[src/rtl/mem_stream_reader_pkg.sv]
// Shared state encoding and elaboration helpers for mem_stream_reader.
package mem_stream_reader_pkg;

  typedef enum logic [1:0] {
    ST_IDLE   = 2'd0,
    ST_ISSUE  = 2'd1,
    ST_DRAIN  = 2'd2,
    ST_FINISH = 2'd3
  } state_t;

  function automatic int log2_ceil(input int value);
    int result;
    result = 0;
    for (int i = 0; i < 31; i++) begin
      if ((1 << i) < value) result = i + 1;
    end
    return result;
  endfunction

  function automatic bit is_pow2(input int value);
    return (value > 0) && ((value & (value - 1)) == 0);
  endfunction

endpackage

[src/rtl/mem_stream_reader_stream_fifo.sv]
// stream_fifo: synchronous power-of-two FIFO used as the output buffer of mem_stream_reader.
module stream_fifo
  import mem_stream_reader_pkg::*;
#(
  parameter int WIDTH = 33,
  parameter int DEPTH = 4
) (
  input  logic                       clk,
  input  logic                       rst,
  input  logic                       push,
  input  logic [WIDTH-1:0]           push_data,
  input  logic                       pop,
  output logic [WIDTH-1:0]           pop_data,
  output logic [log2_ceil(DEPTH):0]  count,
  output logic                       full,
  output logic                       empty
);

  localparam int PTR_W = log2_ceil(DEPTH);
  localparam logic [PTR_W:0] DEPTH_C = (PTR_W + 1)'(DEPTH);

  logic [WIDTH-1:0] storage [DEPTH];
  logic [PTR_W-1:0] wr_ptr;
  logic [PTR_W-1:0] rd_ptr;

  always_ff @(posedge clk) begin
    if (rst) begin
      wr_ptr <= '0;
      rd_ptr <= '0;
      count  <= '0;
    end else begin
      if (push) wr_ptr <= wr_ptr + PTR_W'(1);
      if (pop)  rd_ptr <= rd_ptr + PTR_W'(1);
      count <= count + (PTR_W + 1)'(push) - (PTR_W + 1)'(pop);
    end
  end

  // Storage is left unreset; the consumer gates the head word with empty.
  always_ff @(posedge clk) begin
    if (push) storage[wr_ptr] <= push_data;
  end

  assign pop_data = storage[rd_ptr];
  assign full     = (count == DEPTH_C);
  assign empty    = (count == '0);

endmodule

[src/rtl/mem_stream_reader.sv]
// mem_stream_reader: strided read sequencer feeding a valid/ready stream from a 1-cycle-latency memory.
// Optional ring-buffer address wrap is enabled by defining MEM_STREAM_READER_WRAP_EN.
module mem_stream_reader
  import mem_stream_reader_pkg::*;
#(
  parameter int ADDR_WIDTH = 16,
  parameter int DATA_WIDTH = 32,
  parameter int CNT_WIDTH  = 16,
  parameter int FIFO_DEPTH = 4,
  parameter int WRAP_SIZE  = 4096
) (
  input  logic                  CLK,
  input  logic                  RST,
  input  logic                  START,
  input  logic [ADDR_WIDTH-1:0] BASE_ADDR,
  input  logic [ADDR_WIDTH-1:0] STRIDE,
  input  logic [CNT_WIDTH-1:0]  COUNT,
  output logic                  BUSY,
  output logic                  DONE,
  output logic [ADDR_WIDTH-1:0] MEM_ADDR,
  output logic                  MEM_RE,
  output logic                  MEM_WE,
  output logic [DATA_WIDTH-1:0] MEM_D,
  input  logic [DATA_WIDTH-1:0] MEM_Q,
  output logic [DATA_WIDTH-1:0] OUT_DATA,
  output logic                  OUT_VALID,
  input  logic                  OUT_READY,
  output logic                  OUT_LAST
);

  localparam int CW = log2_ceil(FIFO_DEPTH) + 1;
  localparam logic [CW:0] DEPTH_CREDIT = (CW + 1)'(FIFO_DEPTH);

  if (!is_pow2(FIFO_DEPTH) || FIFO_DEPTH < 2) begin : g_bad_depth
    $error("mem_stream_reader: FIFO_DEPTH must be a power of two >= 2");
  end
  if (!is_pow2(WRAP_SIZE)) begin : g_bad_wrap
    $error("mem_stream_reader: WRAP_SIZE must be a power of two");
  end

  state_t state, next_state;

  logic [ADDR_WIDTH-1:0] next_addr;
  logic [ADDR_WIDTH-1:0] stride_q;
  logic [ADDR_WIDTH-1:0] advanced_addr;
  logic [CNT_WIDTH-1:0]  remaining;
  logic                  inflight;
  logic                  inflight_last;
  logic                  accept;
  logic                  issue;
  logic                  last_issue;
  logic                  pop;
  logic [CW:0]           occupancy;
  logic [CW-1:0]         fifo_count;
  logic                  fifo_full;
  logic                  fifo_empty;
  logic [DATA_WIDTH:0]   head;

  assign accept = (state == ST_IDLE) && START;

  // A pop this cycle frees the slot the word issued now will land in, which keeps a depth-2 FIFO at full rate.
  always_comb begin
    occupancy  = (CW + 1)'(fifo_count) + (CW + 1)'(inflight) - (CW + 1)'(pop);
    issue      = (state == ST_ISSUE) && (remaining != '0) && !fifo_full &&
                 (occupancy < DEPTH_CREDIT);
    last_issue = issue && (remaining == CNT_WIDTH'(1));
  end

`ifdef MEM_STREAM_READER_WRAP_EN
  localparam logic [ADDR_WIDTH-1:0] WRAP_MASK = ADDR_WIDTH'(WRAP_SIZE - 1);
  logic [ADDR_WIDTH-1:0] base_aligned;

  always_ff @(posedge CLK) begin
    if (RST)         base_aligned <= '0;
    else if (accept) base_aligned <= BASE_ADDR & ~WRAP_MASK;
  end

  assign advanced_addr = base_aligned | ((next_addr - base_aligned + stride_q) & WRAP_MASK);
`else
  assign advanced_addr = next_addr + stride_q;
`endif

  always_ff @(posedge CLK) begin
    if (RST) state <= ST_IDLE;
    else     state <= next_state;
  end

  // Run bookkeeping; a reset also drops the read in flight so its data never reaches the FIFO.
  always_ff @(posedge CLK) begin
    if (RST) begin
      next_addr     <= '0;
      stride_q      <= '0;
      remaining     <= '0;
      inflight      <= 1'b0;
      inflight_last <= 1'b0;
    end else begin
      inflight      <= issue;
      inflight_last <= last_issue;
      if (accept) begin
        next_addr <= BASE_ADDR;
        stride_q  <= STRIDE;
        remaining <= COUNT;
      end else if (issue) begin
        next_addr <= advanced_addr;
        remaining <= remaining - CNT_WIDTH'(1);
      end
    end
  end

  always_comb begin
    next_state = state;
    BUSY       = 1'b1;
    DONE       = 1'b0;
    MEM_RE     = 1'b0;
    case (state)
      ST_IDLE: begin
        BUSY = 1'b0;
        if (START) next_state = (COUNT == '0) ? ST_FINISH : ST_ISSUE;
      end
      ST_ISSUE: begin
        MEM_RE = issue;
        if (last_issue) next_state = ST_DRAIN;
      end
      ST_DRAIN: begin
        if (pop && head[DATA_WIDTH]) next_state = ST_FINISH;
      end
      ST_FINISH: begin
        DONE       = 1'b1;
        next_state = ST_IDLE;
      end
      default: next_state = ST_IDLE;
    endcase
  end

  stream_fifo #(
    .WIDTH(DATA_WIDTH + 1),
    .DEPTH(FIFO_DEPTH)
  ) u_fifo (
    .clk      (CLK),
    .rst      (RST),
    .push     (inflight),
    .push_data({inflight_last, MEM_Q}),
    .pop      (pop),
    .pop_data (head),
    .count    (fifo_count),
    .full     (fifo_full),
    .empty    (fifo_empty)
  );

  assign pop       = OUT_VALID && OUT_READY;
  assign OUT_VALID = !fifo_empty;
  assign OUT_DATA  = fifo_empty ? '0 : head[DATA_WIDTH-1:0];
  assign OUT_LAST  = !fifo_empty && head[DATA_WIDTH];
  assign MEM_ADDR  = next_addr;
  assign MEM_WE    = 1'b0;
  assign MEM_D     = '0;

endmodule

[config.mk]
export PLATFORM = sky130hd
export DESIGN_NAME = mem_stream_reader
export DESIGN_NICKNAME = d
export VERILOG_FILES = /design/src/rtl/mem_stream_reader_pkg.sv /design/src/rtl/mem_stream_reader_stream_fifo.sv /design/src/rtl/mem_stream_reader.sv
export SDC_FILE = /design/constraint.sdc
export NUM_CORES = 1
export LEC_CHECK = 0
export CORE_ASPECT_RATIO = 1.2
export CORE_MARGIN = 3
export CORE_UTILIZATION = 45
export CTS_BUF_LIST = sky130_fd_sc_hd__clkbuf_2 sky130_fd_sc_hd__clkbuf_4 sky130_fd_sc_hd__clkbuf_8
export CTS_CLUSTER_DIAMETER = 100
export DETAILED_ROUTE_END_ITERATION = 7
export PLACE_DENSITY_LB_ADDON = 0.05
export SETUP_SLACK_MARGIN = 0.3
export SLEW_MARGIN = 20
export SYNTH_ARGS = -nofsm -noshare
export SYNTH_HDL_FRONTEND = slang
export SYNTH_SLANG_ARGS = --single-unit
[constraint.sdc]
create_clock -name CLK -period 5 [get_ports CLK]
set_clock_uncertainty 0.05 [all_clocks]
set_input_delay 1 -clock CLK [delete_from_list [all_inputs] [get_ports CLK]]
set_output_delay 1 -clock CLK [all_outputs]
set_load 0.05 [all_outputs]
==> impl_results.md <==
* #FFs+latches synth at 193
* Initial antenna violation count at 0
* Final RePlAce weighted congestion at 0.812
* CTS root buf: clkbuf_8
* Std-Cell Rows at 55
* Reg clk slew, reported paths at 0.11 ns
* Biggest cell delay along the critical path at 0.39 ns
* DP Wirelength at 12900 µm
* Max Cap Violations at 0
* VDD IR-drop max at 0.000288 V
* Total gr overflow at 0
* DRC viols at 0
* CP Launch Type: flip-flop
* Most common cell after layout, fill and taps aside: clkdlybuf4s50_1
* Outcome: complete, no violations
* Via density at 5.30
* Vert. Die Dim at 160 µm
* Worst setup EP type: output port
* Initial core utilization at 46.6%
* RSZ-0062 raised after global routing: false
* Seq/Total Area, Yosys at 57.9%
* Cells along the critical path: or3_1, and2_4, ha_1, inv_1, ha_2, inv_1, fa_2, xor2_1, and4_1, or2_2, nand2_4, inv_2, buf_12
* Hold depth at 2
* Slew Limit Headroom at 37.5%
* Clk_lat worst skew at 0.47 ns
* Io pins at 170
* Fin crit period at 4.39 ns
* DR WL/cell at 17.5 µm
* Core area at 19200 µm²
* Most area-consuming cells after synthesis: edfxtp_1 (44%), dfxtp_1 (14%), mux4_2 (8.3%)
* Nets at 954
* Crit share post-route at 87.8%
* Most frequent cells in the layout: clkdlybuf4s50_1 (134), edfxtp_1 (132), nand2_1 (60), dfxtp_1 (59), a21oi_1 (54)
* Gate Count Post-Synth at 712
* Worst path arrival time at 3.34 ns
* Min-delay worst type: flip-flop to flip-flop
* Leading area contributor after synthesis: edfxtp_1
* Distinct cells, synth at 58
* Yosys warns at 0
* Finished Core Util at 56.4%
* Hold Buf Count CTS at 0
* Global-route wire length before repair at 31500 µm
* Yosys top cell area share at 44.3%
* Worst r2r path cells at 14
* TritonCTS clock tree: yes
* Sum of negative setup slack at 0 ns
* Drt pass-1 iters at 4
* Pleak at 3.75 nW
* 1st-iter DRT viols at 241
* CP Depth at 13
* Diode count at 0
* Vias in the first global route at 6186
* Final hold violation count at 0
* CP Class: flip-flop to output port
* Least-Margin Pin Slew at 0.938 ns
* Slowest CP cell: or3_1
* Final WL at 19300 µm
* Critical Path Most Common Cell: inv_1
* Final worst setup slack at 0.608 ns
* I/O Buffers at 136
* CTS H-tree depth at 4
* F_max at 0.228 GHz
* Ratio of cells with drive above 1 in the final layout at 11.2%
* Post-DRT Antenna Nets at 0
* Die W at 135 µm
* Max-slew violation count at 0
* Most used DFF post-synth: edfxtp_1
* Number of synthesized flops with an enable pin at 132
* Largest net degree at the start of global routing at 54
* Cell Pwr Density at 511 nW/µm²
* Via count at 5856
* Die area at 21600 µm²
* Sink Count at 193
* Clk buf depth at 2
* Area grow syn2layout at 21.0%
* GRT Util Overall at 18.4%
* Finish-stage setup viols at 0
* WP data required at 3.95 ns
* Synthesized area per cell at 12.6 µm²
* Mapped Area at 8950 µm²
* CTS buffer count at 17
* Crit Path Max Fanout at 5
* Worst path bufs/invs at 4
* Place WS at 0.202 ns
* Synth async-reset ratio at 0%
* Crit-path leading delay family: simple AND/OR/NAND/NOR gates
==> what timing repair did <==
action	CTS	global route
pin swaps	0	3
buffers inserted	0	0
gates resized for setup	3	3
setup endpoints to repair	1	1
==> through the flow <==
| stage | instance area (µm²) | hold slack [ns] | std cells | power [W] |
|---|---|---|---|---|
| finish | 10800 | 0.418 | 1105 | 0.00553 |
| global route | 10800 | 0.449 | 1105 | 0.00586 |
| CTS | 10800 | 0.422 | 1105 | 0.00560 |
| detailed placement | 10400 | 0.407 | 1074 | 0.00462 |
| global placement | 10400 | 0.400 | 1074 | 0.00458 |
| floorplan | 9070 | 0.388 | 744 | 0.00388 |
==> final timing paths <==
check / end / from / slack (ns)
worst max-delay path: MEM_RE / u_fifo.count[1] / 0.61
worst min-delay path: stride_q[10] / stride_q[10] / 0.42
worst min register to register: stride_q[10] / stride_q[10] / 0.42
worst max register to register: MEM_ADDR[8] / u_fifo.count[1] / 1.37
==> power by group <==
part / switching, W / total [W] / internal, W / leakage, nW
clock network: 0.000591 / 0.000959 / 0.000368 / 0.189
registers: 0.000181 / 0.00207 / 0.00189 / 1.70
logic: 0.00155 / 0.00251 / 0.000960 / 1.86
==> flip-flops by register name, indices dropped and copies added, names as in the netlist, named ones only <==
register        cells
u_fifo.wr_ptr       2
u_fifo.rd_ptr       2
state               2
u_fifo.count        3
remaining          16
MEM_ADDR           16
u_fifo.storage    132
inflight_last       1
stride_q           16
inflight            1
==> cells in the mapped netlist, drive strengths merged, types with 17 or more instances <==
cell type,number
a21oi,54
and2,40
buf,41
clkbuf,28
dfxtp,61
edfxtp,132
ha,31
inv,20
mux4,33
nand2,62
nand3,17
nor2,31
o21ai,28
==> cell type report <==
cell class,count,area [µm²]
sequential,193,5190
inverter,20,75.1
clock buffer,17,234
fill,1579,8370
multi-input combinational,462,3430
clock inverter,14,144
tap,256,320
timing repair buffer,143,1440
==> metal layers <==
metal  routed length, µm  GRT usage, %  share of wire, %  vias up
met2                9940          32.2                51      153
li1                    -             -                 -     2826
met1                8220          22.9                43     2857
met3                 863          3.92               4.5       20
met5                   0             0                 0        -
met4                 295          5.23               1.5        0
==> cells by family (layout without fill, tap and decap cells) <==
family / count (synthesis) / in the layout / share of synthesized area (%)
DFF: 193 / 193 / 57.9
other: 1 / 33 / 0.0419
and+or+nand+nor: 206 / 206 / 11.9
buffers and inverters: 89 / 194 / 5.31
adders and majority gates: 33 / 33 / 4.78
xor gates and xnor gates: 26 / 26 / 2.55
muxes: 36 / 36 / 8.66
AOI/OAI and AO/OA: 128 / 128 / 8.85
==> worst min-delay path: stages, from the launching register on <==
cell and delay [ns]:
dfxtp_1 0.33, nand2_1 0.05, a21oi_1 0.05
Note: power is estimated with default switching activity, not from simulation.
